--- src/rtl/mantle_serialize_arr_if.sv ---
// Bundle between the array producer and the word-serial consumer of mantle_serialize_arr.
// Optional out_idx is present only when MANTLE_SERIALIZE_IDX_EN is defined.
interface mantle_serialize_arr_if #(
  parameter int N = 22,
  parameter int W = 32
);
  // Handshake: an array (in_*) or a word (out_*) moves on a CLK rising edge where valid && ready
  // are both high; out_valid/out_data/out_last stay stable until accepted, and in_ready may
  // follow out_ready combinationally while the final word of an array is on the output.
  logic [W-1:0] in_data [N-1:0];
  logic         in_valid;
  logic         in_ready;
  logic [W-1:0] out_data;
  logic         out_valid;
  logic         out_ready;
  logic         out_last;
  logic         dbg_busy;

`ifdef MANTLE_SERIALIZE_IDX_EN
  localparam int IW = (N > 1) ? $clog2(N) : 1;
  logic [IW-1:0] out_idx;

  modport master (
    output in_data, in_valid, out_ready,
    input  in_ready, out_data, out_valid, out_last, dbg_busy, out_idx
  );
  modport slave (
    input  in_data, in_valid, out_ready,
    output in_ready, out_data, out_valid, out_last, dbg_busy, out_idx
  );
`else
  modport master (
    output in_data, in_valid, out_ready,
    input  in_ready, out_data, out_valid, out_last, dbg_busy
  );
  modport slave (
    input  in_data, in_valid, out_ready,
    output in_ready, out_data, out_valid, out_last, dbg_busy
  );
`endif
endinterface

--- src/rtl/mantle_serialize_arr.sv ---
// Captures one N-word array per handshake and replays it word 0 first, flagging the last word.
// Define MANTLE_SERIALIZE_IDX_EN to drive out_idx with the index of the word on the output.
module mantle_serialize_arr #(
  parameter int N = 22,
  parameter int W = 32
) (
  input  logic                 CLK,
  input  logic                 RESET,
  mantle_serialize_arr_if.slave bus
);
  localparam int IW = (N > 1) ? $clog2(N) : 1;
  localparam logic [IW-1:0] LAST_IDX = IW'(N - 1);

  typedef enum logic {IDLE = 1'b0, BUSY = 1'b1} state_e;

  state_e        state_q, state_d;
  logic [IW-1:0] idx_q, idx_d;
  logic [W-1:0]  buf_q [N-1:0];
  logic          load;
  logic          is_last;
  logic          in_ready_c;

  assign is_last = (idx_q == LAST_IDX);

  // A new array is only taken while idle or as the final word leaves, so no bubble between arrays.
  always_comb begin
    state_d    = state_q;
    idx_d      = idx_q;
    load       = 1'b0;
    in_ready_c = 1'b0;
    case (state_q)
      IDLE: begin
        in_ready_c = 1'b1;
        if (bus.in_valid) begin
          load    = 1'b1;
          idx_d   = '0;
          state_d = BUSY;
        end
      end
      BUSY: begin
        if (bus.out_ready) begin
          if (is_last) begin
            in_ready_c = 1'b1;
            idx_d      = '0;
            if (bus.in_valid) begin
              load = 1'b1;
            end else begin
              state_d = IDLE;
            end
          end else begin
            idx_d = idx_q + IW'(1);
          end
        end
      end
      default: begin
        state_d = IDLE;
        idx_d   = '0;
      end
    endcase
  end

  always_ff @(posedge CLK) begin
    if (RESET) begin
      state_q <= IDLE;
      idx_q   <= '0;
      for (int k = 0; k < N; k++) begin
        buf_q[k] <= '0;
      end
    end else begin
      state_q <= state_d;
      idx_q   <= idx_d;
      if (load) begin
        for (int k = 0; k < N; k++) begin
          buf_q[k] <= bus.in_data[k];
        end
      end
    end
  end

  assign bus.in_ready  = in_ready_c;
  assign bus.out_valid = (state_q == BUSY);
  assign bus.out_data  = buf_q[idx_q];
  assign bus.out_last  = (state_q == BUSY) && is_last;
  assign bus.dbg_busy  = (state_q == BUSY);

`ifdef MANTLE_SERIALIZE_IDX_EN
  assign bus.out_idx = idx_q;
`endif

endmodule

--- src/flat_wrapper.sv ---
// flat-port wrapper written by rule: the top's interface ports become plain ports
module mantle_serialize_arr_flat 
#(
  parameter int N = 22,
  parameter int W = 32
)
  (CLK, RESET, bus_in_data, bus_in_valid, bus_out_ready, bus_in_ready, bus_out_data, bus_out_valid, bus_out_last, bus_dbg_busy);
  mantle_serialize_arr_if #(.N(N), .W(W)) bus_i ();
  input  logic CLK;
  input  logic RESET;
  input wire logic [$bits(bus_i.in_data)-1:0] bus_in_data;
  input wire logic [$bits(bus_i.in_valid)-1:0] bus_in_valid;
  input wire logic [$bits(bus_i.out_ready)-1:0] bus_out_ready;
  output wire logic [$bits(bus_i.in_ready)-1:0] bus_in_ready;
  output wire logic [$bits(bus_i.out_data)-1:0] bus_out_data;
  output wire logic [$bits(bus_i.out_valid)-1:0] bus_out_valid;
  output wire logic [$bits(bus_i.out_last)-1:0] bus_out_last;
  output wire logic [$bits(bus_i.dbg_busy)-1:0] bus_dbg_busy;
  assign bus_i.in_data = {>>{bus_in_data}};
  assign bus_i.in_valid = bus_in_valid;
  assign bus_i.out_ready = bus_out_ready;
  assign bus_in_ready = bus_i.in_ready;
  assign bus_out_data = bus_i.out_data;
  assign bus_out_valid = bus_i.out_valid;
  assign bus_out_last = bus_i.out_last;
  assign bus_dbg_busy = bus_i.dbg_busy;
  mantle_serialize_arr #(.N(N), .W(W)) u_core (.CLK(CLK), .RESET(RESET), .bus(bus_i));
endmodule
--- config.mk ---
export PLATFORM = sky130hd
export DESIGN_NAME = mantle_serialize_arr_flat
export DESIGN_NICKNAME = d
export VERILOG_FILES = /design/src/rtl/mantle_serialize_arr_if.sv /design/src/rtl/mantle_serialize_arr.sv /design/src/flat_wrapper.sv
export SDC_FILE = /design/constraint.sdc
export NUM_CORES = 1
export LEC_CHECK = 0
export ABC_AREA = 1
export CAP_MARGIN = 20
export CELL_PAD_IN_SITES_DETAIL_PLACEMENT = 0
export CELL_PAD_IN_SITES_GLOBAL_PLACEMENT = 1
export CORE_ASPECT_RATIO = 1.75
export CORE_MARGIN = 2
export CORE_UTILIZATION = 41
export DETAILED_ROUTE_END_ITERATION = 6
export PLACE_DENSITY = 0.84
export SLEW_MARGIN = 20
export SYNTH_ARGS = -nofsm -noshare
export SYNTH_HDL_FRONTEND = slang
export SYNTH_SLANG_ARGS = --single-unit
--- constraint.sdc ---
create_clock -name CLK -period 25.7 [get_ports CLK]
set_clock_uncertainty 0.2 [all_clocks]
set_input_delay 6.425 -clock CLK [delete_from_list [all_inputs] [get_ports CLK]]
set_output_delay 6.425 -clock CLK [all_outputs]
set_load 0.05 [all_outputs]
Yosys cells after proc, flatten, opt, wreduce, memory -nomap -nowiden
Memory sizes are Yosys's and may differ from the RTL's. A register that Yosys moved wholly into a read port is not among the register bits.
Index checks and enable logic that the tools add are counted.
- add/subtract/negate cells: 1
- equality and inequality tests: 3
- multiplexer cells: 43
- bitwise operators: 23
- reductions and logical operators: 2
- operators with widths (cell ; number):
    two-way mux 32 bit ; 22
    two-way mux 5 bit ; 5
    bitwise OR 1 bit ; 22
    two-way mux 1 bit ; 12
    one-hot mux 5 bit (2 select lines) ; 1
    one-hot mux 1 bit (2 select lines) ; 3
    adder 5 x 1 -> 5 bit (second input constant) ; 1
    equality test 5 bit (second input constant) ; 1
    != test 2 bit (second input constant) ; 2
    AND reduction 2 bit ; 1
    logical AND 1 bit ; 1
    NOT 1 bit ; 1
- register bits: 6
- RAM bits: 704
- input bits: 708
- output and inout port bits: 36
- memories: 1
- memories (memory ; words ; width ; read ports ; clocked after Yosys merged registers in ; write ports ; line ; text):
    u_core.buf_q ; 22 ; 32 ; 1 ; 1 ; 22 ; mantle_serialize_arr.sv:18 ; logic [W-1:0] buf_q [N-1:0];

Longest topological paths before layout
Gate-level depths: netlist of run 1.
- depth in word-level cells: 8
- gate-level depth with buffers: 11

Worst setup path before layout of run 1
No wires, ideal clock.
- path kind: in2reg
- from: input port bus_out_ready
- to: memory u_core.buf_q[0][0] (enable)
- data arrival time: 18.065 ns
- required time: 20.552 ns
- setup slack: 2.487 ns
- cell stages on the path: 4
- buffers on the path: 0
- cells stage by stage: nand2_2 > nand2_4 > nand2_1 > nand2_1
- RTL lines (element ; line ; text):
    from (decl) ; flat_wrapper.sv:13 ; input wire logic [$bits(bus_i.out_ready)-1:0] bus_out_ready;
    to (decl) ; mantle_serialize_arr.sv:18 ;

Final worst setup path of run 1
- from: input port bus_out_ready
- to: output port bus_in_ready
- cells in the longest elaborated chain, start to end: 2
- RTL lines (element ; line ; text):
    two-way mux 1 bit ; mantle_serialize_arr.sv:41 ; if (bus.out_ready) begin
    one-hot mux 1 bit (2 select lines) ; mantle_serialize_arr.sv:31 ; case (state_q)
    to (decl) ; flat_wrapper.sv:14 ; output wire logic [$bits(bus_i.in_ready)-1:0] bus_in_ready;
No other way between the ends.

==> flow_metrics.env, run 1 <==
export IMPL_synthFlopType="edfxtp_1"
export IMPL_hold_class="register to register"
export IMPL_ir_worst_vdd_uv=40.93
export IMPL_via_per_inst=4.738
export IMPL_ys_seq_area_frac=0.5506
export IMPL_ctsHoldBuffers=0
export IMPL_clock_latency_ns=0.65
export IMPL_dp_hpwl_um=88360
export IMPL_slew_headroom=0.1922
export IMPL_worst_pin_slew_ns=1.212
export IMPL_fin_util=0.5164
export IMPL_critPathLaunchType="input port"
export IMPL_grt_usage=0.2495
export IMPL_syn_avg_cell_area_um2=10.03
export IMPL_yosysMostFrequentCell="nand2_1"
export IMPL_synth_edf_count=704
export IMPL_nets=5205
export IMPL_clkPwrFrac=0.364
export IMPL_p_int_mw=2.136
export IMPL_grt_max_degree=183
export IMPL_power_mw=2.882
export IMPL_synth_commonest_cells="907 x nand2_1, 713 x inv_1, 704 x edfxtp_1"
export IMPL_dieArea_um2=97200
export IMPL_path_cells="clkdlybuf4s50_1 -> nand2_2 -> nand2_4 -> clkdlybuf4s50_1"
export IMPL_hold_viol_final=0
export IMPL_io_buffers=743
export IMPL_clkTransAtPathRegs_ns=0.06
export IMPL_final_max_slew_violation_count=0
export IMPL_syn_nets=4578
export IMPL_synthesis_area_um2=38800
export IMPL_grt_pass1_vias=27480
export IMPL_crit_top_cell="clkdlybuf4s50_1"
export IMPL_grt_setup_unrepaired="no"
export IMPL_slowest_stage="clkdlybuf4s50_1"
export IMPL_async_flop_share=0
export IMPL_vias=27370
export IMPL_routedWlPerCell_um=21.18
export IMPL_antenna_found_initial=27
export IMPL_die_y_um=410.9
export IMPL_cp_slowest_stage_delay_ns=0.80
export IMPL_drt_iter0_markers=1757
export IMPL_cts_root_buf="clkbuf_16"
export IMPL_cp_required_ns=19.08
export IMPL_fmax_ghz=0.06893
export IMPL_drc=0
export IMPL_min_from="u_core.idx_q[1]"
export IMPL_htreeDepth=3
export IMPL_synth_cell_types=26
export IMPL_wirelength_um=122300
export IMPL_cts_buffers=69
export IMPL_synth_area_leader_cell="edfxtp_1"
export IMPL_r2r_start="u_core.idx_q[1]"
export IMPL_tritoncts="done"
export IMPL_grt_overflow=0
export IMPL_worstPathMaxFanout=4
export IMPL_grt_pass1_wl_um=176200
export IMPL_die_w_um=236.5
export IMPL_crit_family="buffers and inverters"
export IMPL_drive_gt1_frac=0.1434
export IMPL_initial_utilization=0.4129
export IMPL_period_share=0.5645
export IMPL_power_share_sequential=0.487
export IMPL_io_pins=744
export IMPL_cts_resized_gates=0
export IMPL_leakage_nw=20.32
export IMPL_cp_end_kind="output port"
export IMPL_crit_buf_inv=2
export IMPL_synth_area_leaders="edfxtp_1 54%, nor2_4 15%, nand2_1 8.8%"
export IMPL_drv_cap=0
export IMPL_drtPass1Iterations=5
export IMPL_clockBufferDepth=3
export IMPL_row_count=149
export IMPL_gp_congestion=0.8526
export IMPL_combPwrFrac=0.149
export IMPL_switching_share=0.2588
export IMPL_tns_ns=0
export IMPL_layout_min_cycle_time_ns=14.51
export IMPL_outcome="complete, no violations"
export IMPL_worstSetupPathType="input port to output port"
export IMPL_syn2layout_area_growth_pct=25.07
export IMPL_startpoint="bus_out_ready"
export IMPL_yosys_warnings=0
export IMPL_setup_violations=0
export IMPL_cts_sinks=715
export IMPL_postRouteAntennaNets=0
export IMPL_cts_setup_buffers=0
export IMPL_switchingPower_mw=0.7459
export IMPL_synth_top_cell_area_share=0.5449
export IMPL_synth_seq_cells=715
export IMPL_netlist_instances=3868
export IMPL_cp_data_arrival_time_ns=7.88
export IMPL_core_area_um2=93960
export IMPL_cellPowerDensity_nw_per_um2=59.40
## flip-flops by register name, indices dropped and copies added (netlist names), named ones only
name	cells
u_core.bus.dbg_busy	1
u_core.buf_q	704
u_core.idx_q	5
## path summary, 6_finish.rpt
check             cells after the start             endpoint  slack, ns
setup / recovery                      4         bus_in_ready      11.19
hold reg to reg                       2             register       0.31
setup reg to reg                     12  u_core.buf_q[0][13]      19.91
hold / removal                        2             register       0.31
## area by class of cell
cell class / count / area, um^2
Antenna cell: 20 / 50.05
Clock buffer: 85 / 1829
Clock inverter: 39 / 450.4
Fill cell: 8499 / 45440
Inverter: 717 / 2706
Multi-Input combinational cell: 2209 / 12800
Sequential cell: 715 / 21370
Tap cell: 1208 / 1511
Timing Repair Buffer: 783 / 7797
## cells in the final DEF, fill, tap and decap left out, types with 3 or more instances in the layout
master / n
nand2_1: 906
clkinv_1: 12
clkbuf_16: 71
dfxtp_4: 3
nor2_4: 500
a21oi_1: 6
edfxtp_1: 704
inv_1: 713
buf_4: 36
clkinv_2: 7
clkbuf_1: 14
dfxtp_1: 7
o21ai_1: 9
nor2_1: 239
inv_6: 4
bufinv_16: 7
clkinvlp_4: 4
o21ai_0: 57
nand3_1: 481
diode_2: 20
clkdlybuf4s50_1: 742
buf_12: 5
## metrics by stage
step	hold slack, ns	instance area, um^2	setup WS [ns]	cells
after floorplan	0.2586	38800	2.487	3868
after global placement	0.2951	46190	11.17	5632
after detailed placement	0.2996	46190	11.19	5632
after CTS	0.3110	48470	11.18	5756
after global routing	0.3341	48520	11.15	5774
final	0.3114	48520	11.19	5776
## power groups by stage
stage          logic (mW)  registers, mW  clock network (mW)
3_5_place_dp        0.433           1.43                   0
5_1_grt             0.464           1.41                1.11
4_1_cts             0.436           1.40                1.07
2_1_floorplan       0.248           1.47                   0
3_3_place_gp        0.429           1.42                   0
6_report            0.429           1.40                1.05
## worst min-delay path, delay by kind of cell, from the launching register on
family          cells  cell delay, ns
simple gates        1            0.07
compound gates      1            0.07
flops               1            0.33
## cells by family after synthesis
kind of cell               Yosys count  synth area share
DFF                                715            0.5506
AOI/OAI and AO/OA                   73          0.009482
buffers and inverters              944            0.1197
adders and majority gates            2         0.0006449
and+or+nand+nor                   2132            0.3191
xor gates and xnor gates             2         0.0004516
## metal layers
layer / GRT usage / share of wire / vias to the layer above
met5: 0 / 0.00071 / -
met4: 0.1369 / 0.051 / 14
met2: 0.4531 / 0.53 / 963
met1: 0.2715 / 0.36 / 12910
li1: - / - / 13290
met3: 0.04930 / 0.066 / 193
No activity file was read; power rests on OpenSTA's default activity.
==> inputs of run 2 (changes only) <==
Settings changed: CORE_UTILIZATION 41 to 37, PLACE_DENSITY 0.84 to 0.8.
Clock period 25.7 ns to 12.1 ns, I/O delays scaled along.
==> run 2 against run 1 <==
Net effect:
- count of clock-buffer cells in the layout down 1
- non-clock buffer count unchanged
- combinational power up 110%
- clock power up 120%
- die area up 11%
- sequential share of layout area down 0.30 points
- power up 120%
- wire length up 4.7%
- first-iteration DRC count up 9.4%
- utilization down 4.8 points
- via count up 0.88%
- critical path type is now register to output port
- largest power group unchanged
==> flow_metrics.env, run 2 (synthesis gave the netlist of run 1 again) <==
export IMPL_outcome="complete, no violations"
export IMPL_cts_buffers=71
export IMPL_period_share=0.6824
export IMPL_final_max_slew_violation_count=0
export IMPL_top_register="u_core.buf_q"
export IMPL_cp_data_arrival_time_ns=5.03
export IMPL_cp_slowest_stage_delay_ns=0.84
export IMPL_slew_headroom=0.1961
export IMPL_tritoncts="done"
export IMPL_ir_worst_vdd_uv=94.20
export IMPL_fmax_ghz=0.1211
export IMPL_htreeDepth=3
export IMPL_n_fill_cell=9784
export IMPL_grt_pass1_vias=27510
export IMPL_cp_end_kind="output port"
export IMPL_core_area_um2=104300
export IMPL_clock_latency_ns=0.64
export IMPL_layout_min_cycle_time_ns=8.257
export IMPL_setup_violations=0
export IMPL_crit_family="buffers and inverters"
export IMPL_io_buffers=743
export IMPL_worstPathMaxFanout=129
export IMPL_worst_slack_ns=3.843
export IMPL_drt_iter0_markers=1923
export IMPL_clkTransAtPathRegs_ns=0.06
export IMPL_cellPowerDensity_nw_per_um2=127.4
export IMPL_cts_sinks=715
export IMPL_largest_register_ffs=704
export IMPL_slowest_stage="clkdlybuf4s50_1"
export IMPL_hold_class="register to register"
export IMPL_via_per_inst=4.665
export IMPL_hold_viol_final=0
export IMPL_grt_setup_unrepaired="no"
export IMPL_grt_pass1_wl_um=181700
export IMPL_die_w_um=248.8
export IMPL_routedWlPerCell_um=21.64
export IMPL_drv_cap=0
export IMPL_drtPass1Iterations=5
export IMPL_vias=27610
export IMPL_place_ws_ns=4.391
export IMPL_postRouteAntennaNets=0
export IMPL_worst_pin_slew_ns=1.206
export IMPL_cts_root_buf="clkbuf_16"
export IMPL_drc=0
export IMPL_grt_max_degree=195
export IMPL_worstSetupPathType="register to output port"
export IMPL_path_cells="buf_12 -> buf_4 -> nand2_1 -> nand3_1 -> nand3_1 -> nand2_1 -> nand2_1 -> nand2_1 -> nand2_1 -> nand2_1 -> clkdlybuf4s50_1"
export IMPL_rrSetupSlack_ns=8.30
export IMPL_clockBufferDepth=3
export IMPL_row_count=157
export IMPL_final_common_cell="nand2_1"
export IMPL_leakage_nw=20.41
export IMPL_crit_top_cell="nand2_1"
export IMPL_nets=5207
export IMPL_grt_usage=0.2339
export IMPL_cts_setup_buffers=0
export IMPL_die_y_um=432.4
export IMPL_initial_utilization=0.3719
export IMPL_syn2layout_area_growth_pct=25.94
export IMPL_cts_resized_gates=0
export IMPL_cp_required_ns=8.88
export IMPL_wirelength_um=128100
export IMPL_critPathLaunchType="register"
export IMPL_dieArea_um2=107600
export IMPL_grt_overflow=0
export IMPL_drive_gt1_frac=0.1452
export IMPL_tns_ns=0
export IMPL_io_pins=744
export IMPL_dp_hpwl_um=92630
export IMPL_antenna_found_initial=24
export IMPL_crit_buf_inv=3
export IMPL_ctsHoldBuffers=0
export IMPL_gp_congestion=0.8381
export IMPL_layout_common_cells="906 x nand2_1, 742 x clkdlybuf4s50_1, 713 x inv_1"
run 2: where the power goes:
| part | internal (mW) | switching [mW] | leakage (nW) |
|---|---|---|---|
| Combinational | 0.369 | 0.545 | 11.6 |
| Clock | 1.32 | 1.01 | 1.17 |
| Sequential | 2.93 | 0.0548 | 7.66 |
| Total | 4.62 | 1.61 | 20.4 |
run 2: worst reg2reg max path, stage by stage, from the launching register on:
cell     delay [ns]
dfxtp_1        0.38
ha_1           0.16
nand4_1        0.19
inv_2          0.12
nand2_2        0.06
nand2_4        0.08
nand2_1        0.13
nand2_8        0.58
buf_4          0.68
buf_4          0.74
run 2: metal layers:
| layer | global-route usage | part of all wire | up-vias | wire length, um |
|---|---|---|---|---|
| met5 | 0 | 0.0013 | - | 161 |
| met4 | 0.1211 | 0.052 | 24 | 6634 |
| met3 | 0.04972 | 0.066 | 221 | 8468 |
| met2 | 0.4274 | 0.53 | 969 | 67290 |
| met1 | 0.2534 | 0.36 | 13110 | 45500 |
| li1 | - | - | 13290 | - |
run 2: worst paths after layout:
check | end | cells past startpoint | from
max reg2reg | u_core.buf_q[3][21] | 9 | u_core.idx_q[0]
min | register | 2 | u_core.idx_q[3]
min reg2reg | register | 2 | u_core.idx_q[3]
max | bus_out_data[20] | 11 | register
run 2: area by class of cell:
cell class                      count  area, um^2  share of cell area
Inverter                          717        2709             0.05544
Tap cell                         1351        1690             0.03460
Multi-Input combinational cell   2209       12810              0.2623
Antenna cell                       14       35.03           0.0007170
Timing Repair Buffer              783        7835              0.1604
Sequential cell                   715       21370              0.4374
Clock inverter                     45       515.5             0.01055
Clock buffer                       84        1888             0.03864
run 2: stage by stage:
step	instance area [um^2]	utilization	instances	total power, mW	hold slack (ns)
after floorplan	38800	-	3868	3.572	0.2586
final	48860	0.4684	5918	6.224	0.3076
after global placement	46420	0.4450	5775	3.953	0.2942
after detailed placement	46420	0.4450	5775	3.961	0.3122
after CTS	48820	0.4681	5904	6.291	0.3187
after global routing	48850	0.4683	5915	6.441	0.3491
